### src/rtl/i2c_cfg_pkg.sv
// rtl/i2c_cfg_pkg.sv - shared encodings for the I2C config-table sequencer
package i2c_cfg_pkg;

    typedef enum logic [3:0] {
        ST_IDLE,
        ST_START_A,
        ST_START_B,
        ST_BYTE,
        ST_ACK,
        ST_STOP_A,
        ST_STOP_B,
        ST_GAP,
        ST_NEXT,
        ST_FIN
    } seq_state_t;

    typedef enum logic [1:0] {
        SEL_ADDR = 2'd0,
        SEL_AREG = 2'd1,
        SEL_DREG = 2'd2
    } byte_sel_t;

    // Quarter phases of one SCL period: q0/q1 SCL held low, q2/q3 released.
    localparam logic [1:0] QPH_0 = 2'd0;
    localparam logic [1:0] QPH_1 = 2'd1;
    localparam logic [1:0] QPH_2 = 2'd2;
    localparam logic [1:0] QPH_3 = 2'd3;

    function automatic logic [7:0] sat_inc8(input logic [7:0] v);
        return (v == 8'hFF) ? v : v + 8'd1;
    endfunction

endpackage

### src/rtl/i2c_qtick_gen.sv
// rtl/i2c_qtick_gen.sv - SCL quarter-period tick divider with clock-stretch hold
module i2c_qtick_gen #(
    parameter int CLK_DIV = 125
) (
    input  logic clk_40m,
    input  logic rst,
    input  logic run,
    input  logic hold,
    output logic qtick
);

    localparam int             CW   = $clog2(CLK_DIV);
    localparam logic [CW-1:0]  LAST = CW'(CLK_DIV - 1);

    logic [CW-1:0] cnt;

    // A held counter never reaches its terminal value, so the FSM stalls with it.
    assign qtick = run && !hold && (cnt == LAST);

    // Divider restarts from zero whenever the sequencer is idle.
    always_ff @(posedge clk_40m or posedge rst) begin
        if (rst) begin
            cnt <= '0;
        end else if (!run) begin
            cnt <= '0;
        end else if (!hold) begin
            cnt <= (cnt == LAST) ? '0 : cnt + CW'(1);
        end
    end

endmodule

### src/rtl/i2c_cfg_sequencer.sv
// rtl/i2c_cfg_sequencer.sv - write-only I2C master replaying a {reg_addr, data} table
module i2c_cfg_sequencer
    import i2c_cfg_pkg::*;
#(
    parameter int         CLK_DIV    = 125,
    parameter int         N_REGS     = 11,
    parameter logic [6:0] SLAVE_ADDR = 7'h55,
    parameter int         MAX_RETRY  = 3,
    parameter int         GAP_QTR    = 8
) (
    input  logic       clk_40m,
    input  logic       rst,
    input  logic       start,
    output logic [7:0] tbl_idx,
    input  logic [7:0] tbl_areg,
    input  logic [7:0] tbl_dreg,
    output logic       scl_oe,
    input  logic       scl_i,
    output logic       sda_oe,
    input  logic       sda_i,
    output logic       busy,
    output logic       done,
    output logic       error,
    output logic [7:0] retry_cnt
);

    seq_state_t state, state_n;
    byte_sel_t  byte_sel, sel_n;
    logic [1:0] qph, qph_n;
    logic [2:0] bit_cnt, bit_n;
    logic [7:0] shreg, sh_n;
    logic [7:0] gap_cnt, gap_n;
    logic [7:0] try_cnt, try_n;
    logic [7:0] idx_n, retry_n;
    logic       entry_good, good_n;
    logic       ack_bit, ack_n;
    logic       busy_n, done_n, error_n;
    logic       scl_n, sda_n, sda_want, sda_free;
    logic       start_d, start_rise;
    logic       qtick, stretch_hold;

    assign start_rise   = start && !start_d;
    // Slave stretching: we released SCL but the pad is still low.
    assign stretch_hold = !scl_oe && !scl_i;

    i2c_qtick_gen #(
        .CLK_DIV (CLK_DIV)
    ) u_qtick (
        .clk_40m (clk_40m),
        .rst     (rst),
        .run     (state != ST_IDLE),
        .hold    (stretch_hold),
        .qtick   (qtick)
    );

    // Next-state, datapath and line-drive decode; all transitions except IDLE/NEXT/FIN wait for qtick.
    always_comb begin
        state_n  = state;
        sel_n    = byte_sel;
        qph_n    = qph;
        bit_n    = bit_cnt;
        sh_n     = shreg;
        gap_n    = gap_cnt;
        try_n    = try_cnt;
        good_n   = entry_good;
        ack_n    = ack_bit;
        idx_n    = tbl_idx;
        retry_n  = retry_cnt;
        busy_n   = busy;
        done_n   = done;
        error_n  = error;
        scl_n    = 1'b0;
        sda_want = 1'b0;
        sda_free = 1'b1;

        case (state)
            ST_IDLE: begin
                if (start_rise) begin
                    busy_n  = 1'b1;
                    done_n  = 1'b0;
                    error_n = 1'b0;
                    idx_n   = 8'd0;
                    retry_n = 8'd0;
                    try_n   = 8'd0;
                    state_n = ST_START_A;
                end
            end
            ST_START_A: begin
                if (qtick) state_n = ST_START_B;
            end
            ST_START_B: begin
                sda_want = 1'b1;
                if (qtick) begin
                    state_n = ST_BYTE;
                    sel_n   = SEL_ADDR;
                    sh_n    = {SLAVE_ADDR, 1'b0};
                    bit_n   = 3'd0;
                    qph_n   = QPH_0;
                end
            end
            ST_BYTE: begin
                sda_free = 1'b0;
                scl_n    = (qph < QPH_2);
                sda_want = !shreg[7];
                if (qtick) begin
                    qph_n = qph + 2'd1;
                    if (qph == QPH_3) begin
                        if (bit_cnt == 3'd7) begin
                            state_n = ST_ACK;
                        end else begin
                            bit_n = bit_cnt + 3'd1;
                            sh_n  = {shreg[6:0], 1'b0};
                        end
                    end
                end
            end
            ST_ACK: begin
                sda_free = 1'b0;
                scl_n    = (qph < QPH_2);
                if (qtick) begin
                    qph_n = qph + 2'd1;
                    if (qph == QPH_2) ack_n = sda_i;
                    if (qph == QPH_3) begin
                        if (!ack_bit && byte_sel != SEL_DREG) begin
                            sel_n   = (byte_sel == SEL_ADDR) ? SEL_AREG : SEL_DREG;
                            sh_n    = (byte_sel == SEL_ADDR) ? tbl_areg : tbl_dreg;
                            bit_n   = 3'd0;
                            state_n = ST_BYTE;
                        end else if (!ack_bit) begin
                            good_n  = 1'b1;
                            state_n = ST_STOP_A;
                        end else begin
                            retry_n = sat_inc8(retry_cnt);
                            try_n   = sat_inc8(try_cnt);
                            good_n  = 1'b0;
                            state_n = ST_STOP_A;
                        end
                    end
                end
            end
            ST_STOP_A: begin
                sda_free = 1'b0;
                scl_n    = 1'b1;
                sda_want = 1'b1;
                if (qtick) begin
                    qph_n   = QPH_0;
                    state_n = ST_STOP_B;
                end
            end
            ST_STOP_B: begin
                sda_want = (qph == QPH_0);
                if (qtick) begin
                    if (qph == QPH_0) begin
                        qph_n = QPH_1;
                    end else begin
                        gap_n   = 8'd0;
                        state_n = ST_GAP;
                    end
                end
            end
            ST_GAP: begin
                if (qtick) begin
                    if (gap_cnt == 8'(GAP_QTR - 1)) state_n = ST_NEXT;
                    else                            gap_n   = gap_cnt + 8'd1;
                end
            end
            ST_NEXT: begin
                if (entry_good && tbl_idx == 8'(N_REGS - 1)) begin
                    done_n  = 1'b1;
                    state_n = ST_FIN;
                end else if (entry_good) begin
                    idx_n   = tbl_idx + 8'd1;
                    try_n   = 8'd0;
                    state_n = ST_START_A;
                end else if (try_cnt <= 8'(MAX_RETRY)) begin
                    state_n = ST_START_A;
                end else begin
                    error_n = 1'b1;
                    state_n = ST_FIN;
                end
            end
            ST_FIN: begin
                busy_n  = 1'b0;
                state_n = ST_IDLE;
            end
            default: state_n = ST_IDLE;
        endcase

        // Inside a frame SDA may only move once SCL is already being held low.
        sda_n = (scl_oe || sda_free) ? sda_want : sda_oe;
    end

    // State, datapath and registered pad drive; async reset releases both lines at once.
    always_ff @(posedge clk_40m or posedge rst) begin
        if (rst) begin
            state      <= ST_IDLE;
            byte_sel   <= SEL_ADDR;
            qph        <= QPH_0;
            bit_cnt    <= 3'd0;
            shreg      <= 8'd0;
            gap_cnt    <= 8'd0;
            try_cnt    <= 8'd0;
            entry_good <= 1'b0;
            ack_bit    <= 1'b1;
            tbl_idx    <= 8'd0;
            retry_cnt  <= 8'd0;
            busy       <= 1'b0;
            done       <= 1'b0;
            error      <= 1'b0;
            scl_oe     <= 1'b0;
            sda_oe     <= 1'b0;
            start_d    <= 1'b0;
        end else begin
            state      <= state_n;
            byte_sel   <= sel_n;
            qph        <= qph_n;
            bit_cnt    <= bit_n;
            shreg      <= sh_n;
            gap_cnt    <= gap_n;
            try_cnt    <= try_n;
            entry_good <= good_n;
            ack_bit    <= ack_n;
            tbl_idx    <= idx_n;
            retry_cnt  <= retry_n;
            busy       <= busy_n;
            done       <= done_n;
            error      <= error_n;
            scl_oe     <= scl_n;
            sda_oe     <= sda_n;
            start_d    <= start;
        end
    end

endmodule
### config.mk
export PLATFORM = sky130hd
export DESIGN_NAME = i2c_cfg_sequencer
export DESIGN_NICKNAME = d
export VERILOG_FILES = /design/src/rtl/i2c_cfg_pkg.sv /design/src/rtl/i2c_qtick_gen.sv /design/src/rtl/i2c_cfg_sequencer.sv
export SDC_FILE = /design/constraint.sdc
export NUM_CORES = 1
export LEC_CHECK = 0
export ABC_CLOCK_PERIOD_IN_PS = 3770
export BUFFER_PORTS_ARGS = -buffer_cell sky130_fd_sc_hd__buf_2
export CAP_MARGIN = 10
export CORE_ASPECT_RATIO = 2
export CORE_UTILIZATION = 50
export DETAILED_ROUTE_END_ITERATION = 8
export HOLD_SLACK_MARGIN = 0.08
export PLACE_DENSITY = 0.76
export SYNTH_ARGS = -nofsm -noshare
export SYNTH_HDL_FRONTEND = slang
export SYNTH_SLANG_ARGS = --single-unit
### constraint.sdc
create_clock -name clk_40m -period 3.77 [get_ports clk_40m]
set_clock_uncertainty 0.05 [all_clocks]
set_input_delay 0.5655 -clock clk_40m [delete_from_list [all_inputs] [get_ports clk_40m]]
set_output_delay 0.5655 -clock clk_40m [all_outputs]
set_load 0.02 [all_outputs]
Yosys cells after proc, flatten, opt, wreduce, memory -nomap -nowiden
Index checks and enable logic that the tools add are counted.
{"block": "totals", "ff_bits": 66, "input_bits": 21, "wordCells": 200}
{"block": "classes", "add_sub_neg": 7, "order_cmp": 2, "n_eq_ne": 47, "mux": 84, "bitwise": 1, "n_reduce_logical": 41}
{"operator": "2-to-1 mux 8 bit", "n": 27}
{"operator": "2-to-1 mux 4 bit", "n": 16}
{"operator": "inequality test 2 bit, second input constant", "n": 28}
{"operator": "one-hot mux 8 bit (2 select lines)", "n": 3}
{"operator": "one-hot mux 8 bit (3 select lines)", "n": 2}
{"operator": "one-hot mux 4 bit (9 select lines)", "n": 1}
{"operator": "adder 8 x 1 -> 8 bit, second input constant", "n": 4}
{"operator": "2-to-1 mux 3 bit", "n": 8}
{"operator": "2-to-1 mux 7 bit", "n": 3}
{"operator": "AND reduction 5 bit", "n": 4}
{"operator": "== test 4 x 3 -> 1 bit, second input constant", "n": 4}
{"operator": "== test 8 bit, second input constant", "n": 2}
{"operator": "2-to-1 mux 2 bit", "n": 8}
{"operator": "AND reduction 13 bit", "n": 1}
{"operator": "nonzero test 2 bit", "n": 5}
{"operator": "one-hot mux 3 bit (3 select lines)", "n": 1}
{"operator": "AND reduction 9 bit", "n": 1}
{"operator": "nonzero test 3 bit", "n": 3}
{"operator": "== test 4 x 2 -> 1 bit, second input constant", "n": 2}
{"operator": "== test 4 bit, second input constant", "n": 2}
{"operator": "== test 8 x 3 -> 1 bit, second input constant", "n": 1}
{"operator": "== test 8 x 4 -> 1 bit, second input constant", "n": 1}
{"operator": "less-or-equal comparator 8 x 2 -> 1 bit, second input constant", "n": 1}
{"operator": "2-to-1 mux 1 bit", "n": 8}
{"operator": "27 further kinds", "n": 46}

Longest topological paths before layout
{"block": "logic_depth", "word_depth": 7, "mapped_depth": 9}

Cells and area by module
A second synthesis with hierarchy kept.
{"block": "hier_totals", "hier_cells": 452, "area_unflattened_um2": 3931.3}
{"mod": "i2c_cfg_sequencer", "n_inst": 1, "cells_each": 406, "area_per_inst_um2": 3492.1, "seq_area_each_um2": 1477.7}
{"mod": "i2c_qtick_gen", "n_inst": 1, "cells_each": 46, "area_per_inst_um2": 439.2, "seq_area_each_um2": 175.2}

Least setup slack after synthesis
OpenSTA, ideal clock, no wires.
{"block": "synth_timing", "path_kind": "reg-to-reg", "start": "reg u_qtick.cnt[0]", "end": "reg shreg[0]", "setup_ps": 125, "t_arrival_ps": 2316, "slack_ps": 1279, "path_stages_with_launch": 8, "n_path_buf": 0, "synth_period_minus_slack_ps": 2491, "path_cell_list": "dfrtp_1 inv_1 ha_1 nand4_2 or4_4 or4_4 nand2_8 mux2_4"}
{"block": "synth_via", "elab_chain_cells": 4, "word_cells_on_any_way": 6}
{"element": "from (decl)", "line": "i2c_qtick_gen.sv:15", "rtl": "logic [CW-1:0] cnt;"}
{"element": "from (signal assigned)", "line": "i2c_qtick_gen.sv:27", "rtl": "cnt <= (cnt == LAST) ? '0 : cnt + CW'(1);"}
{"element": "== test 7 bit *", "line": "i2c_qtick_gen.sv:18", "rtl": "assign qtick = run && !hold && (cnt == LAST);"}
{"element": "logical AND 1 bit *", "line": "i2c_qtick_gen.sv:18"}
{"element": "inequality test 2 bit (no line)"}
{"element": "AND reduction 8 bit (no line) *"}
{"element": "to (signal assigned)", "line": "i2c_cfg_sequencer.sv:218", "rtl": "shreg <= sh_n;"}
{"element": "to (decl)", "line": "i2c_cfg_sequencer.sv:31", "rtl": "logic [7:0] shreg, sh_n;"}
Every way passes the cells marked *; elsewhere a longest branch is shown, timed or not.
A chain may end at the register's enable or synchronous reset.

Worst setup path after layout
{"block": "layout_timing", "start": "reg state[0]", "end": "reg shreg[1]"}
{"block": "layout_via", "elab_chain_cells": 5, "word_cells_on_any_way": 16}
{"element": "from (decl)", "line": "i2c_cfg_sequencer.sv:27", "rtl": "seq_state_t state, state_n;"}
{"element": "from (signal assigned)", "line": "i2c_cfg_sequencer.sv:214", "rtl": "state <= state_n;"}
{"element": "nonzero test 4 bit", "line": "i2c_cfg_sequencer.sv:51", "rtl": ".run (state != ST_IDLE),"}
{"element": "logical AND 1 bit (2 in a row)", "line": "i2c_qtick_gen.sv:18"}
{"element": "inequality test 2 bit (no line)"}
{"element": "AND reduction 8 bit (no line)"}
Several ways; a longest one is shown, not always the timed one.

==> results.tsv <==
stage	metric	value	unit
logic_synthesis	synthTopCellsByCount	65 x dfrtp_1, 42 x nand2_1, 38 x o21ai_0, 30 x nor2_1, 27 x a21oi_1	
placement	dp.cells	547	
logic_synthesis	syn_inst	425	
clock_tree	htreeDepth	3	
timing	fmax	371.6	MHz
timing	setup_viol	0	
final_layout	diodes	0	
placement	place_hpwl	6853	um
hold_path	worstHoldPathCells	1	
clock_tree	cts_max_path_buffers	2	
timing	slew_viol_final	0	
global_routing	grt_pass1_wl	16150	um
global_routing	track_usage	0.2519	
global_routing	grtUsageMet1	0.2837	
worst_setup_path	arrival	2.86	ns
routing	wire_per_inst	17.10	um
global_routing	grt_max_degree	67	
clock_tree	post-cts-setup-buffers	0	
worst_setup_path	cpMostUsedCell	or4_4	
floorplanning	die_area	8286	sq um
floorplanning	core_area	7601	sq um
timing	finalHoldViolCount	0	
worst_setup_path	crit_path_max_incr_delay	0.75	ns
clock_tree	cts.sinks	66	
timing	rsz0062_at_grt	no	
clock_tree	numCtsBuffers	9	
routing	drc	0	
timing	period_needed	2.691	ns
final_layout	drive_above_1_share	0.1898	
logic_synthesis	ys_top_cells_by_area	dfrtp_1 41%, o21ai_0 4.8%, nand2_1 4.0%, ha_1 3.8%, o31ai_1 3.6%	
power	swShare	0.3713	
clock_tree	cts_root_buf	clkbuf_16	
worst_setup_path	r2r_cells	5	
worst_setup_path	endpoint_kind	flop	
logic_synthesis	yosysMostFrequentCell	dfrtp_1	
logic_synthesis	ys_ff_latch	66	
routing	via_per_inst	6.176	
routing	ant_nets	0	
final_layout	syn2layout_area_growth	15.35	%
floorplanning	die_w	64.87	um
routing	first_pass_iters	5	
timing	relSlewSlack	0.4173	
power	p_sw	996.7	uW
routing	drt-initial-drc-count	375	
clock_tree	clk_pin_slew	0.05	ns
logic_synthesis	ys.flop_type	dfrtp_1	
logic_synthesis	synth_edf_count	0	
global_routing	grtUsageMet3	0.03737	
logic_synthesis	async_flop_share	1.000	
worst_setup_path	crit_fanout	20	
worst_setup_path	r2r_end	shreg[1]	
timing	worst_pin_slew	0.8709	ns
logic_synthesis	yosysSeqAreaShare	0.4182	
hold_path	hold_path.startpoint	start	
logic_synthesis	yosysUniqueCellTypes	55	
logic_synthesis	synthesis.area	3953	sq um
power	ir_drop	0.0003150	V
logic_synthesis	syn_nets	458	
run_status	status	finished, final reports clean	
timing	fin_crit_sh	0.7138	
timing	setup_tns	0	ns
power	seq_power_share	0.366	
routing	wirelength	9629	um
power	p_int	1.688	mW
worst_setup_path	startpoint_type	flop	
worst_setup_path	r2r_start	state[0]	
worst_setup_path	cp.required	3.94	ns
clock_tree	cts_hold_buf	0	
placement	portBuffers	41	
worst_setup_path	slowest_stage	dfrtp_1	
floorplanning	start_util	0.5200	
floorplanning	die_h	127.7	um
floorplanning	num_rows	45	
hold_path	worstHoldPathType	primary input to flop	
hold_path	hold_end	start_d	
floorplanning	io_pins	42	
power	p_clk_frac	0.335	
global_routing	grt.overflow.total	0	
global_routing	met2_usage	0.4430	
routing	vias	3477	
power	p_comb_frac	0.298	
clock_tree	clock_latency	0.34	ns
power	p_leak	2.031	nW
worst_setup_path	path_buf_inv	0	
placement	gp_congestion	0.9052	
logic_synthesis	yosys.area.top_type_share	0.4115	
final_layout	fin_nets	497	
global_routing	grt_pass1_vias	3412	
worst_setup_path	r2r_slack	1.08	ns
final_layout	layout.cells.non_filler	563	
global_routing	grt_most_used_layer	met2	
logic_synthesis	synth.avg_cell_area	9.300	sq um
logic_synthesis	yosys.area.top_type	dfrtp_1	
worst_setup_path	crit_chain	nor4_4 -> or4_4 -> or4_4 -> nand2_8 -> mux2_4	
global_routing	antenna_found_initial	0	
clock_tree	cts_resized	0	
worst_setup_path	crit_type	flop to flop	
clock_tree	cts_tree	built	
logic_synthesis	yosys_warnings	0	
worst_setup_path	path_delay_family	simple AND/OR/NAND/NOR gates	
power	power.density	588.8	nW/um^2
run	maxCapViolCount	0	
==> placed cells by master, fill, tap and decap left out, drive strengths merged, types with 5 or more instances in the layout <==
master,count
dfrtp,65
buf,46
nand2,43
o21ai,38
nor2,30
a21oi,27
o31ai,19
nand3,18
inv,16
ha,12
mux2i,11
clkbuf,11
mux2,11
nand2b,9
o211ai,8
nand4,8
nor3,8
or4,8
nor4,8
and3,7
a22o,6
nor2b,6
a31oi,5
==> sequential cells by signal (all words and copies together), names as in the netlist <==
register / cells
entry_good: 1
try_cnt: 8
u_qtick.cnt: 7
shreg: 8
sda_oe: 1
start_d: 1
retry_cnt: 8
qph: 2
state: 4
error: 1
byte_sel: 2
ack_bit: 1
scl_oe: 1
busy: 1
done: 1
gap_cnt: 8
bit_cnt: 3
tbl_idx: 8
==> area by class of cell <==
cell class,count,area (sq um)
Tap cell,94,117.6
Sequential cell,66,1653
Multi-Input combinational cell,325,2166
Clock inverter,5,77.57
Clock buffer,11,242.7
Timing Repair Buffer,46,242.7
Inverter,16,60.06
Fill cell,670,3042
==> per-layer routing <==
metal / up-vias / share of wire
li1: 1659 / -
met1: 1712 / 0.39
met2: 74 / 0.54
met3: 32 / 0.026
met4: 0 / 0.039
met5: - / 0
==> metrics by stage <==
stage / worst slack [ns] / area, sq um / total power [mW] / hold WS [ns] / util
floorplan: 1.279 / 3953 / 1.561 / 0.4140 / -
global placement: 1.140 / 4239 / 1.752 / 0.4116 / 0.5577
detailed placement: 1.099 / 4239 / 1.777 / 0.4293 / 0.5577
CTS: 1.083 / 4559 / 2.685 / 0.3103 / 0.5998
global route: 0.9564 / 4559 / 2.840 / 0.3185 / 0.5998
finish: 1.079 / 4559 / 2.684 / 0.3125 / 0.5998
==> power by group through the flow <==
stage | clock network [mW] | registers (mW) | logic (mW)
after global routing | 0.938 | 1.00 | 0.897
after CTS | 0.908 | 0.977 | 0.800
after global placement | 0 | 0.982 | 0.770
final | 0.900 | 0.983 | 0.801
after floorplan | 0 | 0.942 | 0.620
after detailed placement | 0 | 0.988 | 0.789
==> worst max-delay path by stage <==
| stage | end | cells past startpoint | slack (ns) | from |
|---|---|---|---|---|
| 2_1_floorplan | shreg[0] | 7 | 1.28 | u_qtick.cnt[0] |
| 3_3_place_gp | shreg[1] | 5 | 1.14 | state[0] |
| 3_5_place_dp | shreg[1] | 5 | 1.10 | state[0] |
| 4_1_cts | shreg[1] | 5 | 1.08 | state[0] |
| 5_1_grt | retry_cnt[7] | 4 | 0.96 | state[2] |
| 6_report | shreg[1] | 5 | 1.08 | state[0] |
==> worst reg2reg max path: cells and delay by family (launching register included) <==
family / cells / cell delay, ns
AND/OR/NAND/NOR: 4 / 1.46
flip-flops: 1 / 0.75
multiplexers: 1 / 0.32
==> cells by family (layout without fill, tap and decap cells) <==
logic type | after synthesis | in the layout | share of synthesized area
simple gates | 162 | 162 | 0.2327
fa+ha+maj | 12 | 12 | 0.03799
xor+xnor | 5 | 5 | 0.01108
flops | 66 | 66 | 0.4182
buf+inv | 34 | 78 | 0.03387
mux | 22 | 22 | 0.06680
compound gates | 124 | 124 | 0.1994
Note: power is estimated with default switching activity, not from simulation.
